`src/rtl/i2s_pkg.sv`:
```
// Shared types and default constants for the I2S/TDM frame receiver.
package i2s_pkg;

  typedef enum logic {
    IDLE = 1'b0,
    RUN  = 1'b1
  } rx_state_t;

  localparam int I2S_SAMPLE_W = 16;
  localparam int I2S_SLOT_W   = 16;
  localparam int I2S_CHANNELS = 2;
  localparam int OVF_CNT_W    = 8;

endpackage

```
`src/rtl/i2s_sync.sv`:
```
// Two-flop synchroniser for one external pin.
// With EDGE_DET set, the output is instead a registered one-clk rising-edge strobe.
module i2s_sync #(
  parameter bit EDGE_DET = 1'b0
) (
  input  logic clk,
  input  logic n_rst,
  input  logic raw,
  output logic synced
);

  logic meta;
  logic stable;

  always_ff @(posedge clk or negedge n_rst) begin
    if (!n_rst) begin
      meta   <= 1'b0;
      stable <= 1'b0;
    end else begin
      meta   <= raw;
      stable <= meta;
    end
  end

  generate
    if (EDGE_DET) begin : g_edge
      logic prev;
      logic rise;
      // Registered strobe: pin edge to strobe is three clk.
      always_ff @(posedge clk or negedge n_rst) begin
        if (!n_rst) begin
          prev <= 1'b0;
          rise <= 1'b0;
        end else begin
          prev <= stable;
          rise <= stable & ~prev;
        end
      end
      assign synced = rise;
    end else begin : g_level
      assign synced = stable;
    end
  endgenerate

endmodule

```
`src/rtl/i2s_frame_rx.sv`:
```
// I2S/TDM receiver: assembles CHANNELS slots into one frame behind a valid/ready holding register.
// Define I2S_RX_OVF_CNT_EN to build the saturating dropped-frame counter on ovf_count.
module i2s_frame_rx
  import i2s_pkg::*;
#(
  parameter int SAMPLE_W = I2S_SAMPLE_W,
  parameter int SLOT_W   = I2S_SLOT_W,
  parameter int CHANNELS = I2S_CHANNELS
) (
  input  logic                         clk,
  input  logic                         n_rst,
  input  logic                         sck,
  input  logic                         ws,
  input  logic                         sd,
  output logic [CHANNELS*SAMPLE_W-1:0] frame_data,
  output logic                         frame_valid,
  input  logic                         frame_ready,
  output logic                         overflow,
  output logic                         sync_err,
  input  logic                         clear_err,
  output logic [OVF_CNT_W-1:0]         ovf_count
);

  localparam int FRAME_W = CHANNELS * SAMPLE_W;
  localparam int BIT_W   = (SLOT_W > 1) ? $clog2(SLOT_W) : 1;
  localparam int SLOT_CW = (CHANNELS > 1) ? $clog2(CHANNELS) : 1;

  localparam logic [BIT_W:0]   SAMPLE_LIM = (BIT_W + 1)'(SAMPLE_W);
  localparam logic [BIT_W-1:0] BIT_LAST   = BIT_W'(SLOT_W - 1);
  localparam logic [SLOT_CW-1:0] SLOT_LAST = SLOT_CW'(CHANNELS - 1);

  logic sck_rise, ws_sync, sd_sync;

  i2s_sync #(.EDGE_DET(1'b1)) u_sck (.clk(clk), .n_rst(n_rst), .raw(sck), .synced(sck_rise));
  i2s_sync #(.EDGE_DET(1'b0)) u_ws  (.clk(clk), .n_rst(n_rst), .raw(ws),  .synced(ws_sync));
  i2s_sync #(.EDGE_DET(1'b0)) u_sd  (.clk(clk), .n_rst(n_rst), .raw(sd),  .synced(sd_sync));

  rx_state_t           state, state_next;
  logic [BIT_W-1:0]    bit_cnt, bit_next;
  logic [SLOT_CW-1:0]  slot_cnt, slot_next;
  logic                ws_prev;
  logic [SAMPLE_W-1:0] shift, shift_next;
  logic [FRAME_W-1:0]  work, work_next;
  logic                shift_en, slot_wr, frame_done, sync_set, frame_drop;
  logic                frame_start, last_bit, last_slot;

  assign frame_start = sck_rise && ws_prev && !ws_sync;
  assign last_bit    = (bit_cnt == BIT_LAST);
  assign last_slot   = (slot_cnt == SLOT_LAST);

  always_comb begin
    state_next = state;
    bit_next   = bit_cnt;
    slot_next  = slot_cnt;
    shift_en   = 1'b0;
    slot_wr    = 1'b0;
    frame_done = 1'b0;
    sync_set   = 1'b0;
    if (sck_rise) begin
      case (state)
        IDLE: begin
          if (frame_start) begin
            state_next = RUN;
            bit_next   = '0;
            slot_next  = '0;
          end
        end
        RUN: begin
          // A frame start on the very last bit is a legal back-to-back frame.
          if (frame_start && !(last_bit && last_slot)) begin
            sync_set  = 1'b1;
            bit_next  = '0;
            slot_next = '0;
          end else begin
            shift_en = ({1'b0, bit_cnt} < SAMPLE_LIM);
            if (last_bit) begin
              slot_wr  = 1'b1;
              bit_next = '0;
              if (last_slot) begin
                frame_done = 1'b1;
                slot_next  = '0;
                state_next = frame_start ? RUN : IDLE;
              end else begin
                slot_next = slot_cnt + 1'b1;
              end
            end else begin
              bit_next = bit_cnt + 1'b1;
            end
          end
        end
        default: state_next = IDLE;
      endcase
    end
  end

  always_comb begin
    shift_next = shift_en ? SAMPLE_W'({shift, sd_sync}) : shift;
    work_next  = work;
    if (slot_wr) begin
      for (int k = 0; k < CHANNELS; k++) begin
        if (slot_cnt == SLOT_CW'(k)) work_next[k*SAMPLE_W +: SAMPLE_W] = shift_next;
      end
    end
  end

  assign frame_drop = frame_done && frame_valid && !frame_ready;

  always_ff @(posedge clk or negedge n_rst) begin
    if (!n_rst) begin
      state    <= IDLE;
      bit_cnt  <= '0;
      slot_cnt <= '0;
      ws_prev  <= 1'b1;
    end else begin
      state    <= state_next;
      bit_cnt  <= bit_next;
      slot_cnt <= slot_next;
      if (sck_rise) ws_prev <= ws_sync;
    end
  end

  // Working registers carry only data and are fully rewritten every frame.
  always_ff @(posedge clk) begin
    shift <= shift_next;
    work  <= work_next;
  end

  always_ff @(posedge clk or negedge n_rst) begin
    if (!n_rst) begin
      frame_data  <= '0;
      frame_valid <= 1'b0;
      overflow    <= 1'b0;
      sync_err    <= 1'b0;
    end else begin
      if (frame_done && (!frame_valid || frame_ready)) begin
        frame_data  <= work_next;
        frame_valid <= 1'b1;
      end else if (frame_valid && frame_ready) begin
        frame_valid <= 1'b0;
      end
      if (clear_err) begin
        overflow <= 1'b0;
        sync_err <= 1'b0;
      end else begin
        if (frame_drop) overflow <= 1'b1;
        if (sync_set)   sync_err <= 1'b1;
      end
    end
  end

`ifdef I2S_RX_OVF_CNT_EN
  logic [OVF_CNT_W-1:0] ovf_cnt;

  always_ff @(posedge clk or negedge n_rst) begin
    if (!n_rst) begin
      ovf_cnt <= '0;
    end else if (clear_err) begin
      ovf_cnt <= '0;
    end else if (frame_drop && (ovf_cnt != '1)) begin
      ovf_cnt <= ovf_cnt + 1'b1;
    end
  end

  assign ovf_count = ovf_cnt;
`else
  assign ovf_count = '0;
`endif

endmodule

```
`config.mk`:
```
export PLATFORM = sky130hd
export DESIGN_NAME = i2s_frame_rx
export DESIGN_NICKNAME = d
export VERILOG_FILES = /design/src/rtl/i2s_pkg.sv /design/src/rtl/i2s_sync.sv /design/src/rtl/i2s_frame_rx.sv
export SDC_FILE = /design/constraint.sdc
export NUM_CORES = 1
export LEC_CHECK = 0
export ABC_CLOCK_PERIOD_IN_PS = 4940
export CORE_AREA = 2 2 86 88
export DETAILED_ROUTE_END_ITERATION = 10
export DIE_AREA = 0 0 88 90
export HOLD_SLACK_MARGIN = 0.15
export PLACE_DENSITY = 0.7
export SLEW_MARGIN = 20
export SYNTH_ARGS = -nofsm -noshare
export SYNTH_HDL_FRONTEND = slang
export SYNTH_HIERARCHICAL = 1
export SYNTH_SLANG_ARGS = --single-unit
```
`constraint.sdc`:
```
create_clock -name clk -period 4.94 [get_ports clk]
set_input_delay 1.482 -clock clk [delete_from_list [all_inputs] [get_ports clk]]
set_output_delay 1.482 -clock clk [all_outputs]
set_load 0.01 [all_outputs]
```
==> qor.txt, run 1 <==
status: finished clean
final setup violation count: 0
clock sinks: 81
Die Area: 7920 µm²
dpl hpwl: 4110 µm
first-pass GRT wire length: 10900 µm
Inserted Clock Buffers: 9
Post-synth EDFFs: 0
TritonCTS clock tree: done
hold path cells: 0
worst reg2reg endpoint: frame_data[16]
worst skew pair latency: 0.35 ns
share of layout cells above drive strength 1: 19.0%
1st-iter DRT viols: 164
Met1 Wirelength: 3020 µm
Syn Std Cell Area: 3390 µm²
XOR/XNOR share of the synthesized area: 0%
I/O pins: 50
initial core utilization: 48.3%
Final #Nets: 319
Synth cell types: 41
Synth Area in Adders: 0.369%
clk_skew: 0.00862 ns
Synth Area in Compound Gates: 13.2%
CTS Hold Buffers Added: 0
routed vias/inst: 5.47
FF+latch count, synth: 81
area delta synth->final: 18.5%
Fmax: 0.316 GHz
Antenna Violating Nets Remaining: 0
simple-gate area share of the yosys netlist: 7.93%
WP data arrival: 3.41 ns
Rows: 31
IO Port Bufs: 41
metal2 WL: 3050 µm
initial antenna violation count: 0
Critical path origin: frame_ready
startpoint types: input port
RD Place Congestion: 0.764
RR Startpoint: last_slot
Routed WL: 6540 µm
asr flop ratio synth: 61.7%
RSZ-0062 raised after global routing: no
final setup TNS: 0 ns
drt wl/cell: 15.8 µm
CTS clk-pin slew, worst paths: 0.08 ns
CP Capture Type: register
P_leak: 1.69 nW
fin. max-slew vios: 0
TritonRoute pass-1 iters: 4
Tcrit/Tclk final: 64.1%
Setup CP Type: input port to register
Die H: 90 µm
Hold Path End: u_sck/stable
DR vias: 2268
Max-cap violations: 0
top layer used by detailed routing: met4
H-tree depth: 3
Reg2Reg Setup Slack: 2.26 ns
Hold Path Origin: u_sck/meta
largest family of logic cells by synthesized area: multiplexers
vias in the first global route: 2183
sequential-to-total area share from yosys stat: 55.2%
Peak VDD IR: 198 µV
Primary FF master, synth: dfrtp_1
Mapped Avg Cell Area: 12.0 µm²
R2R cell count: 4
largest net degree at the start of global routing: 51
post_cts resized: 0
Crit Path Max Fanout: 17
total gr overflow: 0
Root Buffer: clkbuf_8
YS warnings: 6
number of diodes: 0
clk buf depth: 2
Die X: 88 µm
fin util: 57.2%
Rel. slew slack: 44.4%
Pwr per Cell Area: 367 nW/µm²
WL met3: 264 µm
core area: 7020 µm²
final hold viol count: 0
worst path required time: 5.18 ns
GRT Overall Usage: 17.8%
DR DRC count: 0
fin crit period: 3.17 ns
post-synthesis instance total: 283
mux cell area share after synthesis: 15.4%
Worst-Margin Slew: 0.831 ns
Worst Hold Class: register to register
post-CTS setup buffers: 0
cell families (layout without fill, tap and decap cells):
| group | count (synthesis) | count (layout) |
|---|---|---|
| DFF | 81 | 81 |
| AOI/OAI and AO/OA | 59 | 59 |
| buffers and inverters | 51 | 77 |
| muxes | 48 | 48 |
| and+or+nand+nor | 42 | 42 |
| adders and majority gates | 1 | 1 |
| other | 1 | 8 |
metal layers:
metal / GRT usage [%] / vias up
met5: 0 / -
met4: 9.74 / 0
met3: 4.13 / 19
met2: 25.8 / 58
met1: 24.5 / 1110
li1: - / 1081
cell type report:
cell class,instances,area (µm²)
flip-flops and latches,81,1870
clock buffers,13,149
inverters,16,60.1
fillers,626,3000
multi-input cells,158,1280
clock inverters,3,90.1
repair buffers,45,435
well taps,99,124
flip-flops by register name, summed over array words and instances, names as in the netlist, 4 cells and up:
name	cells
shift	15
frame_data	32
work	16
bit_cnt	4
stage by stage:
step / setup WS (ns) / total power [mW] / area [µm²] / std cells / hold slack, ns
after CTS: 1.78 / 1.48 / 4020 / 415 / 0.357
after detailed placement: 1.39 / 0.912 / 3780 / 399 / 0.337
final: 1.77 / 1.48 / 4020 / 415 / 0.354
after floorplan: 2.55 / 0.878 / 3420 / 290 / 0.331
after global placement: 1.43 / 0.905 / 3780 / 399 / 0.335
after global routing: 1.65 / 1.54 / 4020 / 415 / 0.360
synth_stat cells, drive strengths merged (3+ instances only):
cell type | number | area (µm²)
nor2b | 3 | 26.3
mux2i | 16 | 160
inv | 16 | 60.1
nand3 | 18 | 90.1
clkbuf | 10 | 37.5
dfxtp | 31 | 621
mux2 | 32 | 360
nand2 | 6 | 25.0
buf | 25 | 165
nor2 | 3 | 13.8
dfrtp | 49 | 1230
a21oi | 18 | 101
o41ai | 32 | 280
worst max path at each step:
stage	slack, ns	cells after the start	end
4_1_cts	1.78	5	frame_data[16]
2_1_floorplan	2.55	4	frame_data[16]
5_1_grt	1.65	5	frame_data[16]
3_5_place_dp	1.39	5	frame_data[16]
6_report	1.77	5	frame_data[16]
3_3_place_gp	1.43	5	frame_data[16]
placed cells by master, fill, tap and decap left out, drive strengths merged, types with 3 or more instances in the layout:
cell,count
clkdlybuf4s50,40
conb,8
dfrtp,49
nand3,18
nand2,6
nor2,3
clkbuf,13
nor2b,3
mux2,32
a21oi,18
buf,5
mux2i,16
dfxtp,31
bufinv,3
o41ai,32
inv,16
critical path, stage by stage:
cell             delay (ns)
clkdlybuf4s50_1        0.45
nor2b_1                0.08
nor3_4                 0.58
buf_4                  0.43
mux2_2                 0.37
where the power goes:
group / total [mW] / switching (mW) / internal (mW) / leakage [nW]
logic: 0.129 / 0.0671 / 0.0621 / 0.738
clock network: 0.575 / 0.225 / 0.350 / 0.118
registers: 0.771 / 0.0539 / 0.717 / 0.837
Power figures use the tool's default switching activity.
==> run 2, diff against run 1 <==
Settings changed: ABC_CLOCK_PERIOD_IN_PS 4940 to 2600, CORE_AREA 2 2 86 88 to 2 2 88 90, DIE_AREA 0 0 88 90 to 0 0 90 92.
Clock period 4.94 ns to 2.6 ns, I/O delays scaled along.
==> run 2 against run 1 <==
  * Final cell count up 1.9%
  * Critical path depth down 1
  * Critical path type is now register to register
  * Sequential cell count unchanged
  * Register-to-register slack worse by 1.9 ns
  * First-iteration DRC count down 18%
  * Global-route usage down 0.78 points
  * Setup slack worse by 1.4 ns
  * Total power up 91%
  * Final area up 1.5%
  * Largest power group unchanged
  * Sequential power up 89%
  * Non-clock buffer count up 5
  * Count of clock-buffer cells in the layout down 2
  * Largest cell class unchanged
==> qor.txt, run 2 (synthesis results as in run 1) <==
met1 global-route usage: 21.3% (-3.2 points)
total gr overflow: 0 (unchanged)
Regs by FF count: frame_data: 32 flops, work: 16 flops, shift: 15 flops
worst skew pair latency: 0.35 ns (about the same)
Worst-Margin Slew: 0.667 ns (-0.164 ns)
DR DRC count: 0 (unchanged)
Root Buffer: clkbuf_8
IO Port Bufs: 41 (unchanged)
RSZ-0062 raised after global routing: no
final hold viol count: 0 (unchanged)
pre-CTS worst setup slack: 0.363 ns (-1.03 ns)
largest net degree at the start of global routing: 51 (unchanged)
share of layout cells above drive strength 1: 20.6% (+1.6 points)
clk buf depth: 2 (unchanged)
Inserted Clock Buffers: 9 (unchanged)
Top Usage Layer GRT: met2
initial core utilization: 45.5% (-2.8 points)
fin crit period: 2.21 ns
storage element area: 1870 µm² (about the same)
RR Startpoint: bit_cnt[0]
vias in the first global route: 2242 (+2.7%)
hold path cells: 0 (unchanged)
post_cts resized: 0 (unchanged)
number of flip-flops in the largest register: 32 (unchanged)
Die H: 92 µm (+2.2%)
clock sinks: 81 (unchanged)
1st-iter DRT viols: 135 (-18%)
Hold Path End: u_sck/stable
status: finished clean
CP cell instances: ha_1 -> nand3_1 -> nand2b_1 -> o41ai_1
Worst Hold Class: register to register
I/O pins: 50 (unchanged)
CTS Hold Buffers Added: 0 (unchanged)
drt wl/cell: 15.6 µm (-1.1%)
leading cell type in the layout, fill and taps excluded: dfrtp_1
TritonCTS clock tree: done
TritonRoute pass-1 iters: 4 (unchanged)
clk_skew: 0.0122 ns (+0.00359 ns)
post-CTS setup buffers: 0 (unchanged)
grt met2 use: 27.8% (+1.9 points)
Tcrit/Tclk final: 85.0%
Routed WL: 6590 µm (+0.78%)
fin util: 54.7% (-2.5 points)
Pwr per Cell Area: 692 nW/µm² (+89%)
WP data arrival: 2.44 ns (-0.97 ns)
worst reg2reg endpoint: work[14]
final setup violation count: 0 (unchanged)
Rows: 32 (+3.2%)
area of the multi-input gates: 1280 µm² (unchanged)
RD Place Congestion: 0.826 (+8.1%)
first-pass GRT wire length: 11100 µm (+1.9%)
H-tree depth: 3 (unchanged)
Rel. slew slack: 55.5% (+11 points)
Reg2Reg Setup Slack: 0.39 ns (-1.87 ns)
worst path required time: 2.83 ns (-2.35 ns)
dpl hpwl: 4350 µm (+5.8%)
area delta synth->final: 20.2%
Die X: 90 µm (+2.3%)
max incr delay on CP: 0.56 ns (-0.02 ns)
routed vias/inst: 5.36 (-2.0%)
startpoint types: register
initial antenna violation count: 0 (unchanged)
number of diodes: 0 (unchanged)
number of fill cells in the layout: 677 (+8.1%)
Setup CP Type: register to register
CP Capture Type: register
Top reg by flops: frame_data
slack of the critical path: 0.391 ns (-1.38 ns)
R2R cell count: 4 (unchanged)
Peak VDD IR: 366 µV (+85%)
DR vias: 2266 (-0.088%)
Tot Pwr: 2.82 mW (+91%)
P_leak: 1.73 nW (+2.0%)
GRT Overall Usage: 17.1% (-0.78 points)
CTS clk-pin slew, worst paths: 0.08 ns (about the same)
Hold Path Origin: u_sck/meta
Max-cap violations: 0 (unchanged)
GR met3 Demand/Resource: 5.75% (+1.6 points)
Final #Nets: 324 (+1.6%)
most frequent cells in the layout: 49 x dfrtp_1, 40 x clkdlybuf4s50_1, 32 x o41ai_1, 31 x dfxtp_1, 30 x mux2_2
core area: 7450 µm² (+6.1%)
Fmax: 0.453 GHz
Die Area: 8280 µm² (+4.5%)
Antenna Violating Nets Remaining: 0 (unchanged)
crit path max-delay cell type: nand2b_1
final setup TNS: 0 ns (unchanged)
fin. max-slew vios: 0 (unchanged)
Crit Path Max Fanout: 17 (unchanged)
-- run 2: cell count changes in the layout (fill, tap and decap cells not counted) --
cell and delta:
buf_4 +4, clkbuf_1 -2, buf_12 +1, clkinv_2 +1, clkinv_4 +1, dfrtp_1 +1
dfrtp_2 -1
-- run 2: worst max-delay path by stage --
| stage | from | to | slack (ns) | cells past startpoint |
|---|---|---|---|---|
| 2_1_floorplan | bit_cnt[0] | frame_data[16] | 0.89 | 5 |
| 3_3_place_gp | frame_ready | frame_data[16] | 0.40 | 5 |
| 3_5_place_dp | frame_ready | frame_data[30] | 0.36 | 5 |
| 4_1_cts | bit_cnt[0] | work[14] | 0.40 | 4 |
| 5_1_grt | bit_cnt[0] | work[14] | 0.19 | 4 |
| 6_report | bit_cnt[0] | work[14] | 0.39 | 4 |
-- run 2: layout make-up --
class	instances	share of cell area, %
tap	102	3.13
multi-input combinational	158	31.5
sequential	81	46.0
inverter	16	1.47
timing repair buffer	50	11.9
clock buffer	11	3.47
clock inverter	5	2.55
-- run 2: where the power goes --
| part | internal [mW] | total (mW) | switching [mW] |
|---|---|---|---|
| Combinational | 0.123 | 0.258 | 0.135 |
| Sequential | 1.36 | 1.46 | 0.101 |
| Clock | 0.665 | 1.10 | 0.436 |
-- run 2: metal layers --
layer / share of wire, % / vias to the layer above
li1: - / 1095
met3: 4.2 / 11
met2: 49 / 55
met5: 0 / -
met1: 45 / 1105
met4: 2.2 / 0
-- run 2: critical path, delay by kind of cell, from the launching register on --
| family | cells | cell delay (ns) |
|---|---|---|
| AO/OA/AOI/OAI | 1 | 0.48 |
| flip-flops | 1 | 0.42 |
| adder cells (fa/ha/maj) | 1 | 0.29 |
| AND/OR/NAND/NOR | 2 | 0.90 |
-- run 2: stage by stage --
step | std cells | hold slack (ns) | area (µm²)
2_1_floorplan | 290 | 0.331 | 3420
3_3_place_gp | 407 | 0.338 | 3830
3_5_place_dp | 407 | 0.344 | 3830
4_1_cts | 423 | 0.364 | 4080
5_1_grt | 423 | 0.368 | 4080
6_report | 423 | 0.360 | 4080
==> run 3, diff against run 2 <==
Settings changed: ABC_CLOCK_PERIOD_IN_PS 2600 to 1950.
Clock period 2.6 ns to 1.95 ns, I/O delays scaled along.
==> run 3 against run 2 <==
  * Sequential power increased by 33%
  * Clock skew shrank 0.0033 ns
  * Critical endpoint is now frame_data[18]
  * Worst hold slack got worse by 0.14 ns
  * Largest power group unchanged
  * Wire length is 2.3% higher
  * Sequential cell count unchanged
==> qor.txt, run 3 (synthesis results as in run 1) <==
status: finished clean
clk_skew: 0.00893 ns (-0.00328 ns)
metal2 WL: 3340 µm (+4.1%)
max incr delay on CP: 0.54 ns (-0.02 ns)
Rows: 32 (unchanged)
largest net degree at the start of global routing: 37 (-27%)
Inserted Clock Buffers: 9 (unchanged)
Pwr per Cell Area: 924 nW/µm² (+33%)
final setup violation count: 0 (unchanged)
Fmax: 0.544 GHz
slack of the critical path: 0.110 ns (-0.281 ns)
worst reg2reg endpoint: work[14]
worst skew pair latency: 0.35 ns (about the same)
Antenna Violating Nets Remaining: 0 (unchanged)
Worst Hold Class: input port to async pin
I/O pins: 50 (unchanged)
startpoint types: register
P_leak: 1.78 nW (+3.2%)
Max-cap violations: 0 (unchanged)
core area: 7450 µm² (unchanged)
Reg2Reg Setup Slack: 0.18 ns (-0.21 ns)
Die Area: 8280 µm² (unchanged)
Top reg by flops: frame_data
clock sinks: 81 (unchanged)
initial antenna violation count: 0 (unchanged)
number of flip-flops in the largest register: 32 (unchanged)
CTS clk-pin slew, worst paths: 0.09 ns (about the same)
CP Capture Type: primary output
dpl hpwl: 4480 µm (+3.0%)
GRT Overall Usage: 16.9% (-0.20 points)
storage element area: 1870 µm² (unchanged)
DR DRC count: 0 (unchanged)
H-tree depth: 3 (unchanged)
worst path required time: 1.36 ns (-1.47 ns)
Tot Pwr: 3.89 mW (+38%)
Regs by FF count: frame_data: 32 flops, work: 16 flops, shift: 15 flops
TritonRoute pass-1 iters: 5 (+1)
post-CTS setup buffers: 0 (unchanged)
CP delay by family, top: buffers and inverters
Critical path buffers and inverters: 1 (+1)
WL met3: 247 µm (-11%)
IO Port Bufs: 41 (unchanged)
TritonCTS clock tree: done
post_cts resized: 0 (unchanged)
share of layout cells above drive strength 1: 23.9% (+3.4 points)
top layer used by detailed routing: met4
clk buf depth: 2 (unchanged)
fin. max-slew vios: 0 (unchanged)
fin crit period: 1.84 ns
drt wl/cell: 15.6 µm (+0.14%)
CTS Hold Buffers Added: 0 (unchanged)
RSZ-0062 raised after global routing: no
final setup TNS: 0 ns (unchanged)
Worst-Margin Slew: 0.563 ns (-0.105 ns)
most frequent cells in the layout: 49 x dfrtp_1, 40 x clkdlybuf4s50_1, 31 x dfxtp_1, 30 x mux2_2, 29 x o41ai_1
crit path max-delay cell type: clkdlybuf4s50_1
Tcrit/Tclk final: 94.4%
vias in the first global route: 2193 (-2.2%)
RR Startpoint: bit_cnt[0]
WP data arrival: 1.25 ns (-1.19 ns)
final hold viol count: 0 (unchanged)
first-pass GRT wire length: 11100 µm (about the same)
Met1 Wirelength: 3050 µm (+3.0%)
number of fill cells in the layout: 660 (-2.5%)
number of diodes: 0 (unchanged)
leading cell type in the layout, fill and taps excluded: dfrtp_1
Peak VDD IR: 434 µV (+19%)
Rel. slew slack: 62.5% (+7.0 points)
R2R cell count: 5 (+1)
Die H: 92 µm (unchanged)
pre-CTS worst setup slack: -0.0170 ns (-0.380 ns)
initial core utilization: 45.5% (unchanged)
routed vias/inst: 5.33 (-0.53%)
Crit Path Max Fanout: 2 (-15)
Final #Nets: 333 (+2.8%)
Die X: 90 µm (unchanged)
area delta synth->final: 24.0%
Root Buffer: clkbuf_8
total gr overflow: 0 (unchanged)
DR vias: 2302 (+1.6%)
RD Place Congestion: 0.821 (-0.59%)
Routed WL: 6740 µm (+2.3%)
area of the multi-input gates: 1310 µm² (+1.9%)
1st-iter DRT viols: 153 (+13%)
Setup CP Type: register to primary output
CP cell instances: clkdlybuf4s50_1
[run 3: cell types whose count changed in the layout (fill, tap and decap cells not counted), sizes merged]
cell	change
bufinv	+1
clkbuf	-1
buf	+9
[run 3: how the worst max path moves through the flow]
stage / start / to / slack [ns] / cells after the start
after floorplan: bit_cnt[0] / frame_data[16] / 0.24 / 5
after global routing: bit_cnt[0] / frame_data[11] / 0.02 / 5
final: frame_data[18] / frame_data[18] / 0.11 / 1
after CTS: frame_data[18] / frame_data[18] / 0.09 / 1
after detailed placement: frame_ready / frame_data[11] / -0.02 / 5
after global placement: frame_ready / frame_data[31] / 0.01 / 5
[run 3: final cells by class]
type,instances,area share [%]
timing repair buffer,59,13.7
clock inverter,6,3.09
sequential,81,44.5
clock buffer,10,3.03
inverter,16,1.43
multi-input combinational,158,31.1
tap,102,3.03
[run 3: per-layer routing]
layer | vias up | track usage, %
li1 | 1112 | -
met1 | 1121 | 22.1
met2 | 61 | 27.2
met3 | 8 | 5.01
met4 | 0 | 5.00
met5 | - | 0
[run 3: through the flow]
step / util [%] / hold slack [ns] / instances / instance area, µm²
2_1_floorplan: - / 0.289 / 290 / 3420
3_3_place_gp: 52.7 / 0.336 / 416 / 3920
3_5_place_dp: 52.7 / 0.335 / 416 / 3920
4_1_cts: 56.1 / 0.230 / 432 / 4180
5_1_grt: 56.5 / 0.241 / 432 / 4210
6_report: 56.5 / 0.216 / 432 / 4210
[run 3: worst register-to-register path: cells and delay by family (launching register included)]
family	cells	cell delay (ns)
compound gates	2	0.63
fa+ha+maj	1	0.26
buf+inv	1	0.21
flops	1	0.41
simple gates	1	0.12
[run 3: report_power, final]
group          internal (mW)  leakage (nW)  switching (mW)
registers               1.82         0.839           0.127
clock network          0.976         0.130           0.595
logic                  0.180         0.814           0.191
